==> config.mk <==
export PLATFORM = sky130hd
export DESIGN_NAME = ex_muldiv_unit
export DESIGN_NICKNAME = d
export VERILOG_FILES = /design/src/rtl/ex_muldiv_unit_pkg.sv /design/src/rtl/muldiv_div_core.sv /design/src/rtl/ex_muldiv_unit.sv
export SDC_FILE = /design/constraint.sdc
export NUM_CORES = 2
export LEC_CHECK = 0
export BUFFER_PORTS_ARGS = -buffer_cell sky130_fd_sc_hd__buf_4
export CAP_MARGIN = 10
export CORE_ASPECT_RATIO = 2
export CORE_MARGIN = 5
export CORE_UTILIZATION = 30
export CTS_BUF_LIST = sky130_fd_sc_hd__clkbuf_4
export DETAILED_ROUTE_END_ITERATION = 16
export PLACE_DENSITY_LB_ADDON = 0.25
export SYNTH_ARGS = -nofsm -noshare
export SYNTH_HDL_FRONTEND = slang
export SYNTH_SLANG_ARGS = --single-unit
export TNS_END_PERCENT = 10
==> constraint.sdc <==
create_clock -name clk -period 10.1 [get_ports clk]
set_input_delay 0.505 -clock clk [delete_from_list [all_inputs] [get_ports clk]]
set_output_delay 0.505 -clock clk [all_outputs]
set_load 0.01 [all_outputs]
==> src/rtl/ex_muldiv_unit_pkg.sv <==
// ============================================================================
//  Module      : ex_muldiv_unit_pkg
//  Description : Shared constants for the RV32IM EX-stage multiply/divide
//                unit: operand width, divider counter width, M-extension
//                ALU_SELECT codes and an M-code decode helper.
//  Revision    : 1.0 - initial release
// ============================================================================
`default_nettype none

package ex_muldiv_unit_pkg;

    localparam int XLEN  = 32;
    localparam int CNT_W = 5;

    // ALU_SELECT codes are {2'b00, 1'b1, funct3}
    localparam logic [5:0] ALU_MUL    = 6'b001000;
    localparam logic [5:0] ALU_MULH   = 6'b001001;
    localparam logic [5:0] ALU_MULHSU = 6'b001010;
    localparam logic [5:0] ALU_MULHU  = 6'b001011;
    localparam logic [5:0] ALU_DIV    = 6'b001100;
    localparam logic [5:0] ALU_DIVU   = 6'b001101;
    localparam logic [5:0] ALU_REM    = 6'b001110;
    localparam logic [5:0] ALU_REMU   = 6'b001111;

    // True when the select code belongs to the M extension
    function automatic logic is_m_code(input logic [5:0] sel);
        return (sel[5:3] == 3'b001);
    endfunction

endpackage

`default_nettype wire

==> src/rtl/muldiv_div_core.sv <==
// ============================================================================
//  Module      : muldiv_div_core
//  Description : Iterative radix-2 restoring divider on unsigned magnitudes.
//                One quotient bit per step; 'last' flags the final step.
//  Revision    : 1.0 - initial release
// ============================================================================
`default_nettype none

module muldiv_div_core
    import ex_muldiv_unit_pkg::*;
(
    input  logic            clk,
    input  logic            reset,      // asynchronous, active-low
    input  logic            load,
    input  logic            step,
    input  logic [XLEN-1:0] dividend,
    input  logic [XLEN-1:0] divisor,
    output logic [XLEN-1:0] quotient,
    output logic [XLEN-1:0] remainder,
    output logic            last
);

    localparam logic [CNT_W-1:0] LAST_CNT = CNT_W'(XLEN - 1);

    logic [XLEN-1:0]  r_divisor;
    logic [CNT_W-1:0] r_count;
    logic [XLEN:0]    w_shifted;
    logic [XLEN:0]    w_diff;

    // Shift the next dividend bit into the partial remainder and trial-subtract
    always_comb begin
        w_shifted = {remainder, quotient[XLEN-1]};
        w_diff    = w_shifted - {1'b0, r_divisor};
    end

    assign last = (r_count == LAST_CNT);

    // Quotient register doubles as the dividend shift register
    always_ff @(posedge clk or negedge reset) begin
        if (!reset) begin
            quotient  <= '0;
            remainder <= '0;
            r_divisor <= '0;
            r_count   <= '0;
        end else if (load) begin
            quotient  <= dividend;
            remainder <= '0;
            r_divisor <= divisor;
            r_count   <= '0;
        end else if (step) begin
            // No borrow means the divisor fits: keep the difference
            if (!w_diff[XLEN]) begin
                remainder <= w_diff[XLEN-1:0];
            end else begin
                remainder <= w_shifted[XLEN-1:0];
            end
            quotient <= {quotient[XLEN-2:0], ~w_diff[XLEN]};
            r_count  <= r_count + 1'b1;
        end
    end

endmodule

`default_nettype wire

==> src/rtl/ex_muldiv_unit.sv <==
// ============================================================================
//  Module      : ex_muldiv_unit
//  Description : RV32IM EX-stage multiply/divide unit. MUL* finishes in two
//                cycles; DIV/REM uses a 32-step restoring divider. Stalls the
//                upstream pipeline until the result is presented with DONE.
//  Revision    : 1.0 - initial release
// ============================================================================
`default_nettype none

module ex_muldiv_unit
    import ex_muldiv_unit_pkg::*;
(
    input  logic            clk,
    input  logic            reset,      // asynchronous, active-low
    input  logic            start,
    input  logic            kill,
    input  logic [5:0]      alu_select,
    input  logic [XLEN-1:0] operand1,
    input  logic [XLEN-1:0] operand2,
    output logic [XLEN-1:0] result,
    output logic            done,
    output logic            stall
);

    typedef enum logic [2:0] {
        ST_IDLE = 3'd0,
        ST_MUL  = 3'd1,
        ST_DIV  = 3'd2,
        ST_FIX  = 3'd3,
        ST_DONE = 3'd4
    } state_t;

    state_t          r_state;
    state_t          w_state_next;

    logic [1:0]      r_op_lo;           // funct3[1:0] of the accepted op
    logic [XLEN-1:0] r_op_a;
    logic [XLEN-1:0] r_op_b;
    logic            r_sign_q;
    logic            r_sign_r;

    logic            w_accept;
    logic            w_in_div;
    logic            w_in_signed;
    logic            w_div_zero;
    logic            w_overflow;
    logic            w_special;
    logic [XLEN-1:0] w_special_val;
    logic [XLEN-1:0] w_mag1;
    logic [XLEN-1:0] w_mag2;
    logic            w_div_load;
    logic            w_div_step;
    logic [XLEN-1:0] w_quo;
    logic [XLEN-1:0] w_rem;
    logic            w_div_last;
    logic [63:0]     w_mul_a;
    logic [63:0]     w_mul_b;
    logic [63:0]     w_product;
    logic [XLEN-1:0] w_mul_result;
    logic [XLEN-1:0] w_fix_result;

    // Decode the incoming op and resolve divide special cases up front
    always_comb begin
        w_accept      = (r_state == ST_IDLE) && start && is_m_code(alu_select) && !kill;
        w_in_div      = alu_select[2];
        w_in_signed   = !alu_select[0];
        w_div_zero    = (operand2 == '0);
        w_overflow    = w_in_signed && (operand1 == {1'b1, {(XLEN-1){1'b0}}})
                        && (operand2 == '1);
        w_special     = w_div_zero || w_overflow;
        if (w_div_zero) begin
            w_special_val = alu_select[1] ? operand1 : '1;
        end else begin
            w_special_val = alu_select[1] ? '0 : operand1;
        end
        w_mag1 = (w_in_signed && operand1[XLEN-1]) ? -operand1 : operand1;
        w_mag2 = (w_in_signed && operand2[XLEN-1]) ? -operand2 : operand2;
    end

    // Sign-extend to 64 bits; the low 64 product bits equal those of a 66-bit
    // multiply of 33-bit extended operands. MULHU is the only fully unsigned op,
    // and only MULH treats rs2 as signed (MUL's low half is sign-agnostic).
    always_comb begin
        w_mul_a      = {{32{(r_op_lo != 2'b11) & r_op_a[XLEN-1]}}, r_op_a};
        w_mul_b      = {{32{(r_op_lo == 2'b01) & r_op_b[XLEN-1]}}, r_op_b};
        w_product    = w_mul_a * w_mul_b;
        w_mul_result = (r_op_lo == 2'b00) ? w_product[31:0] : w_product[63:32];
        if (r_op_lo[1]) begin
            w_fix_result = r_sign_r ? -w_rem : w_rem;
        end else begin
            w_fix_result = r_sign_q ? -w_quo : w_quo;
        end
    end

    muldiv_div_core u_div_core (
        .clk       (clk),
        .reset     (reset),
        .load      (w_div_load),
        .step      (w_div_step),
        .dividend  (w_mag1),
        .divisor   (w_mag2),
        .quotient  (w_quo),
        .remainder (w_rem),
        .last      (w_div_last)
    );

    // Next-state and divider controls; KILL overrides everything
    always_comb begin
        w_state_next = r_state;
        w_div_load   = 1'b0;
        w_div_step   = 1'b0;
        case (r_state)
            ST_IDLE: begin
                if (w_accept) begin
                    if (!w_in_div) begin
                        w_state_next = ST_MUL;
                    end else if (w_special) begin
                        w_state_next = ST_DONE;
                    end else begin
                        w_state_next = ST_DIV;
                        w_div_load   = 1'b1;
                    end
                end
            end
            ST_MUL:  w_state_next = ST_DONE;
            ST_DIV: begin
                w_div_step = 1'b1;
                if (w_div_last) begin
                    w_state_next = ST_FIX;
                end
            end
            ST_FIX:  w_state_next = ST_DONE;
            // ID/EX still shows the completed op here, so START is ignored
            ST_DONE: w_state_next = ST_IDLE;
            default: w_state_next = ST_IDLE;
        endcase
        if (kill) begin
            w_state_next = ST_IDLE;
            w_div_load   = 1'b0;
            w_div_step   = 1'b0;
        end
    end

    // State register
    always_ff @(posedge clk or negedge reset) begin
        if (!reset) begin
            r_state <= ST_IDLE;
        end else begin
            r_state <= w_state_next;
        end
    end

    // Operand latch, sign capture and RESULT register
    always_ff @(posedge clk or negedge reset) begin
        if (!reset) begin
            r_op_lo  <= '0;
            r_op_a   <= '0;
            r_op_b   <= '0;
            r_sign_q <= 1'b0;
            r_sign_r <= 1'b0;
            result   <= '0;
        end else begin
            if (w_accept) begin
                r_op_lo  <= alu_select[1:0];
                r_op_a   <= operand1;
                r_op_b   <= operand2;
                r_sign_q <= w_in_signed && (operand1[XLEN-1] ^ operand2[XLEN-1]);
                r_sign_r <= w_in_signed && operand1[XLEN-1];
                if (w_in_div && w_special) begin
                    result <= w_special_val;
                end
            end
            if (!kill && (r_state == ST_MUL)) begin
                result <= w_mul_result;
            end
            if (!kill && (r_state == ST_FIX)) begin
                result <= w_fix_result;
            end
        end
    end

    assign done  = (r_state == ST_DONE);
    // Held low during reset so the pipeline is never frozen by a stale START
    assign stall = reset && (w_accept || (r_state == ST_MUL) ||
                             (r_state == ST_DIV) || (r_state == ST_FIX));

endmodule

`default_nettype wire

======== Word level (Yosys, flattened, before mapping) ========
Cells that the tools add are included.
word-level totals
  flip-flop bits (word level) ............. 204
  output and inout port bits .............. 34
  logic and storage cells ................. 94
operators by class
  $add $sub $neg .......................... 6
  multipliers ............................. 1
  equality and inequality tests ........... 12
  mux-type cells .......................... 33
  bitwise logic cells ..................... 4
  reduce and logical (&&, ||, !) cells .... 27
operator list
  operator                                              count
  2-to-1 mux 32 bit                                     18
  negation 32 bit                                       4
  equality test 32 bit (second input constant)          2
  multiplier 33 x 33 -> 64 bit                          1
  subtractor 33 x 32 -> 33 bit                          1
  logical NOT 32 bit                                    1
  2-to-1 mux 3 bit                                      5
  logical AND 1 bit                                     12
  2-to-1 mux 5 bit                                      2
  one-hot mux 3 bit (3 select lines)                    1
  2-to-1 mux 1 bit                                      7
  equality test 3 x 1 -> 1 bit (second input constant)  2
  equality test 3 x 2 -> 1 bit (second input constant)  2
  nonzero test 3 bit                                    2
  adder 5 x 1 -> 5 bit (second input constant)          1
  equality test 5 bit (second input constant)           1
  logical OR 1 bit                                      4
  AND reduction 2 bit                                   2
  equality test 3 bit (second input constant)           1
  logical NOT 3 bit                                     1
  != test 3 x 2 -> 1 bit (second input constant)        1
  != test 3 bit (second input constant)                 1
  bitwise AND 1 bit                                     2
  equality test 2 x 1 -> 1 bit (second input constant)  1
  7 further kinds                                       8

======== Logic depth before layout (Yosys ltp) ========
  depth after elaboration ................. 10
  depth in mapped cells ................... 32
  depth with buffers taken out ............ 29

======== By module ========
A second synthesis with hierarchy kept.
second synthesis, totals
  cells, all modules ...................... 6106
  area total of the unflattened synthesis .. 52655.5 um^2
modules (own cells, without submodules)
  module           instances  cells each  area each (um^2)
  ex_muldiv_unit   1          5389        46178.0
  muldiv_div_core  1          717         6477.5

======== Worst setup path after synthesis ========
No wires, ideal clock.
  kind .................................... register to register
  from .................................... register r_op_lo[0]
  to ...................................... register result[31]
  library setup time ...................... 0.127 ns
  arrival ................................. 8.402 ns
  slack ................................... 1.571 ns
  cell stages (with the launch flop) ...... 32
  path buffers ............................ 3
  clock period less this slack ............ 8.529 ns
  cells stage by stage .................... dfrtp_1 -> nand2_1 -> clkbuf_1 -> and2_1 -> clkbuf_1 -> nand2_1 -> inv_1 -> fa_1 -> inv_1 -> fa_1 -> inv_1 -> fa_1 -> fa_1 -> inv_1 -> fa_1 -> inv_1 -> fa_1 -> inv_1 -> fa_1 -> fa_1 -> inv_1 -> ha_1 -> clkbuf_1 -> a2111oi_0 -> nand2b_1 -> o21ai_0 -> o21a_1 -> o41ai_2 -> a221o_1 -> xnor2_1 -> a221oi_1 -> nor2_1
between the ends
  longest elaborated chain between the ends .. 6
ends and longest elaborated chain
  element                                                        line                                        source
  from (decl)                                                    ex_muldiv_unit.sv:36                        logic [1:0] r_op_lo;
  from (signal assigned)                                         ex_muldiv_unit.sv:164                       r_op_lo <= alu_select[1:0];
  != test 2 bit or equality test 2 x 1 -> 1 bit (tied branches)  ex_muldiv_unit.sv:84, ex_muldiv_unit.sv:85
  bitwise AND 1 bit (on tied branches)                           ex_muldiv_unit.sv:84, ex_muldiv_unit.sv:85
  multiplier 33 x 33 -> 64 bit                                   ex_muldiv_unit.sv:86                        w_product = w_mul_a * w_mul_b;
  2-to-1 mux 32 bit (*)                                          ex_muldiv_unit.sv:87                        w_mul_result = (r_op_lo == 2'b00) ? w_product[31:0] : w_product[63:32];
  2-to-1 mux 32 bit (*)                                          ex_muldiv_unit.sv:173                       if (!kill && (r_state == ST_MUL)) begin
  2-to-1 mux 32 bit (*)                                          ex_muldiv_unit.sv:176                       if (!kill && (r_state == ST_FIX)) begin
  to (signal assigned)                                           ex_muldiv_unit.sv:170                       result <= w_special_val;
  to (signal assigned)                                           ex_muldiv_unit.sv:174                       result <= w_mul_result;
  to (signal assigned)                                           ex_muldiv_unit.sv:177                       result <= w_fix_result;
  to (decl)                                                      ex_muldiv_unit.sv:20                        output logic [XLEN-1:0] result,
Every way passes the cells marked *; elsewhere a longest branch is shown, timed or not.
A chain may end at the register's enable or synchronous reset.

======== Final worst setup path ========
  from .................................... register r_op_a[8]
  to ...................................... register result[17]
between the ends
  longest elaborated chain between the ends .. 4
ends and longest elaborated chain
  element                       line                   source
  from (decl)                   ex_muldiv_unit.sv:37   logic [XLEN-1:0] r_op_a;
  from (signal assigned)        ex_muldiv_unit.sv:165  r_op_a <= operand1;
  multiplier 33 x 33 -> 64 bit  ex_muldiv_unit.sv:86
  2-to-1 mux 32 bit             ex_muldiv_unit.sv:87
  2-to-1 mux 32 bit             ex_muldiv_unit.sv:173
  2-to-1 mux 32 bit             ex_muldiv_unit.sv:176
No other way between the ends.

==> results_dict.tcl <==
set metrics [dict create \
    status "finished clean" \
    dr.pass1.iters 5 \
    ys_types 78 \
    fin_nets 7381 \
    final_common_cell "inv_1" \
    ys_warn_count 0 \
    hold_slack_ns 0.0907 \
    async_reset_ff_share_pct 100 \
    drive_gt1_share_pct 6.32 \
    grtUsageTotal_pct 20.2 \
    finalSetupViolCount 0 \
    dieWidth_um 303 \
    cp_max_fo 21 \
    dpl-instance-area_um2 55000 \
    maxSlewViolCount 0 \
    final_area_um2 56100 \
    start_kind "register" \
    synth_top_area_share_pct 43.7 \
    cts_root_buf "clkbuf_4" \
    area_growth_syn_to_layout_pct 8.93 \
    syn_nets 7377 \
    synth_area_leaders "fa_1, dfrtp_1, inv_1, nand2_1, ha_1" \
    gp_congestion 0.932 \
    finalCriticalPeriod_ns 9.62 \
    wl_mm 181 \
    worst_slew_pin_slew_ns 1.30 \
    cts_tree "built" \
    synthCells 5926 \
    rsz0062_at_grt "no" \
    initial_core_util_pct 30.1 \
    dp_hpwl_mm 153 \
    cts_resized 0 \
    hp-class "input pin to register" \
    finalClockSkew_ns 0.0970 \
    synth_area_um2 51500 \
    worst_setup_path_end_kind "register" \
    tns_ns 0 \
    crit_arrival_ns 10.36 \
    yosysSeqAreaShare_pct 9.91 \
    yosysTopAreaCell "fa_1" \
    avgSynthCellArea_um2 8.69 \
    viasPerCell 4.92 \
    overflow 0 \
    cts_buffers 51 \
    ctsHoldBuffers 52 \
    grt_max_degree 100 \
    numClockSinks 204 \
    clk_pin_slew_ns 0.07 \
    final_hold_viol_count 0 \
    antenna_found_initial 3 \
    synth-edff-count 0 \
    clockBufferDepth 3 \
    drc 0 \
    worst-setup-path-type "register to register" \
    route.vias.total 40578 \
    htreeDepth 2 \
    wire_per_inst_um 21.9 \
    numPortBuffers 107 \
    final_cell_mix "inv_1, fa_1, nand2_1, and2_1, ha_1" \
    clock_latency_ns 0.84 \
    drtAntennaViolNets 0 \
    rows 215 \
    pin_count 108 \
    die_h_um 596 \
    cp_data_required_time_ns 10.84 \
    grt_first_pass_wirelength_mm 277 \
    post_cts_buffers 0 \
    synth_seq_cells 204 \
    maxCapViolations 0 \
    synth-main-ff-cell "dfrtp_1" \
    die-area_um2 181000 \
    grt_pass1_vias 45910 \
    fmax_mhz 104 \
    slew_headroom_pct 13.2 \
    coreArea_um2 171000 \
    finalCritPeriodShare_pct 95.2 \
    drtIter0Drc 1790 \
]
[Yosys cell counts (13+ instances only)]
library cell,count
a211oi_1,27
a21o_1,35
a21oi_1,207
a221o_1,28
a31oi_1,22
and2_1,288
and3_1,38
buf_2,25
clkbuf_1,305
dfrtp_1,204
fa_1,1126
ha_1,251
inv_1,1245
mux2i_1,25
nand2_1,1121
nand2b_1,15
nand3_1,38
nand4_1,27
nor2_1,188
nor2b_1,13
nor3_1,33
nor4_1,15
o211ai_1,20
o21a_1,15
o21ai_0,154
o21bai_1,13
o31ai_1,39
o41ai_1,15
or2_2,22
or3_1,16
or4_1,15
xnor2_1,135
xor2_1,82
[cell type report]
class,instances,area (um2)
Multi-Input combinational cell,4135,40500
Antenna cell,7,17.5
Inverter,1247,4680
Sequential cell,204,5120
Tap cell,2278,2850
Clock buffer,74,556
Timing Repair Buffer,291,2390
Fill cell,18213,115000
Clock inverter,12,57.6
[kinds of logic (layout without fill, tap and decap cells)]
family	count (synthesis)	in the layout	share of synthesized area, %
xor gates and xnor gates	218	218	3.74
DFF	204	204	9.91
buffers and inverters	1587	1624	11.7
adders and majority gates	1377	1377	49.8
other	0	7	0
AOI/OAI and AO/OA	660	660	8.18
muxes	25	25	0.486
and+or+nand+nor	1855	1855	16.2
[sequential cells by signal, indices dropped and copies added (netlist names), 3 cells and up]
register,flops
r_op_a,32
u_div_core.remainder,32
u_div_core.r_divisor,32
r_op_b,32
r_state,3
u_div_core.r_count,5
result,32
u_div_core.quotient,32
[worst paths after layout]
kind	cells past startpoint	end	slack, ns	startpoint
setup / recovery	24	result[17]$_DFFE_PN0P_	0.48	r_op_a[8]$_DFFE_PN0P_
hold / removal	3	r_op_b[18]$_DFFE_PN0P_	0.09	operand2[18]
setup reg to reg	24	result[17]$_DFFE_PN0P_	0.48	r_op_a[8]$_DFFE_PN0P_
hold reg to reg	2	r_op_a[19]$_DFFE_PN0P_	0.48	r_op_a[19]$_DFFE_PN0P_
max in group asynchronous	4	u_div_core.r_divisor[10]$_DFFE_PN0P_	7.55	reset
min in group asynchronous	2	u_div_core.r_divisor[23]$_DFFE_PN0P_	0.39	reset
[worst max-delay path, cell delays in order (launching register included)]
cell       delay [ns]
dfrtp_1          1.18
buf_4            0.42
nand2_1          0.12
fa_1             0.47
fa_1             0.45
fa_1             0.50
inv_1            0.05
fa_1             0.47
inv_1            0.05
fa_1             0.48
fa_1             0.52
fa_1             0.50
inv_1            0.05
fa_1             0.48
ha_1             0.41
a21oi_1          0.25
o21ai_0          0.16
a2111oi_0        0.74
a211oi_1         0.11
nor3_1           0.75
nor2_1           0.13
a211oi_1         0.36
xnor2_1          0.43
a31oi_1          0.18
o31ai_1          0.26
[metrics by stage]
step                      util, %  setup WS, ns  std cells
after CTS                    32.8         0.566       8241
after detailed placement     32.1         0.643       8103
after floorplan                 -          1.57       5926
after global routing         32.8         0.228       8246
after global placement       32.1         0.655       8101
final                        32.8         0.483       8248
[routing by layer]
layer	wire [um]	global-route usage [%]	up-vias
met5	0	0	-
met1	56900	19.2	21204
met4	14000	12.2	0
met3	4990	1.51	487
met2	105000	41.1	1010
li1	-	-	17877
Power is not shown: default switching activity piles up to over one toggle a cycle in this logic, so the estimate is an artifact.
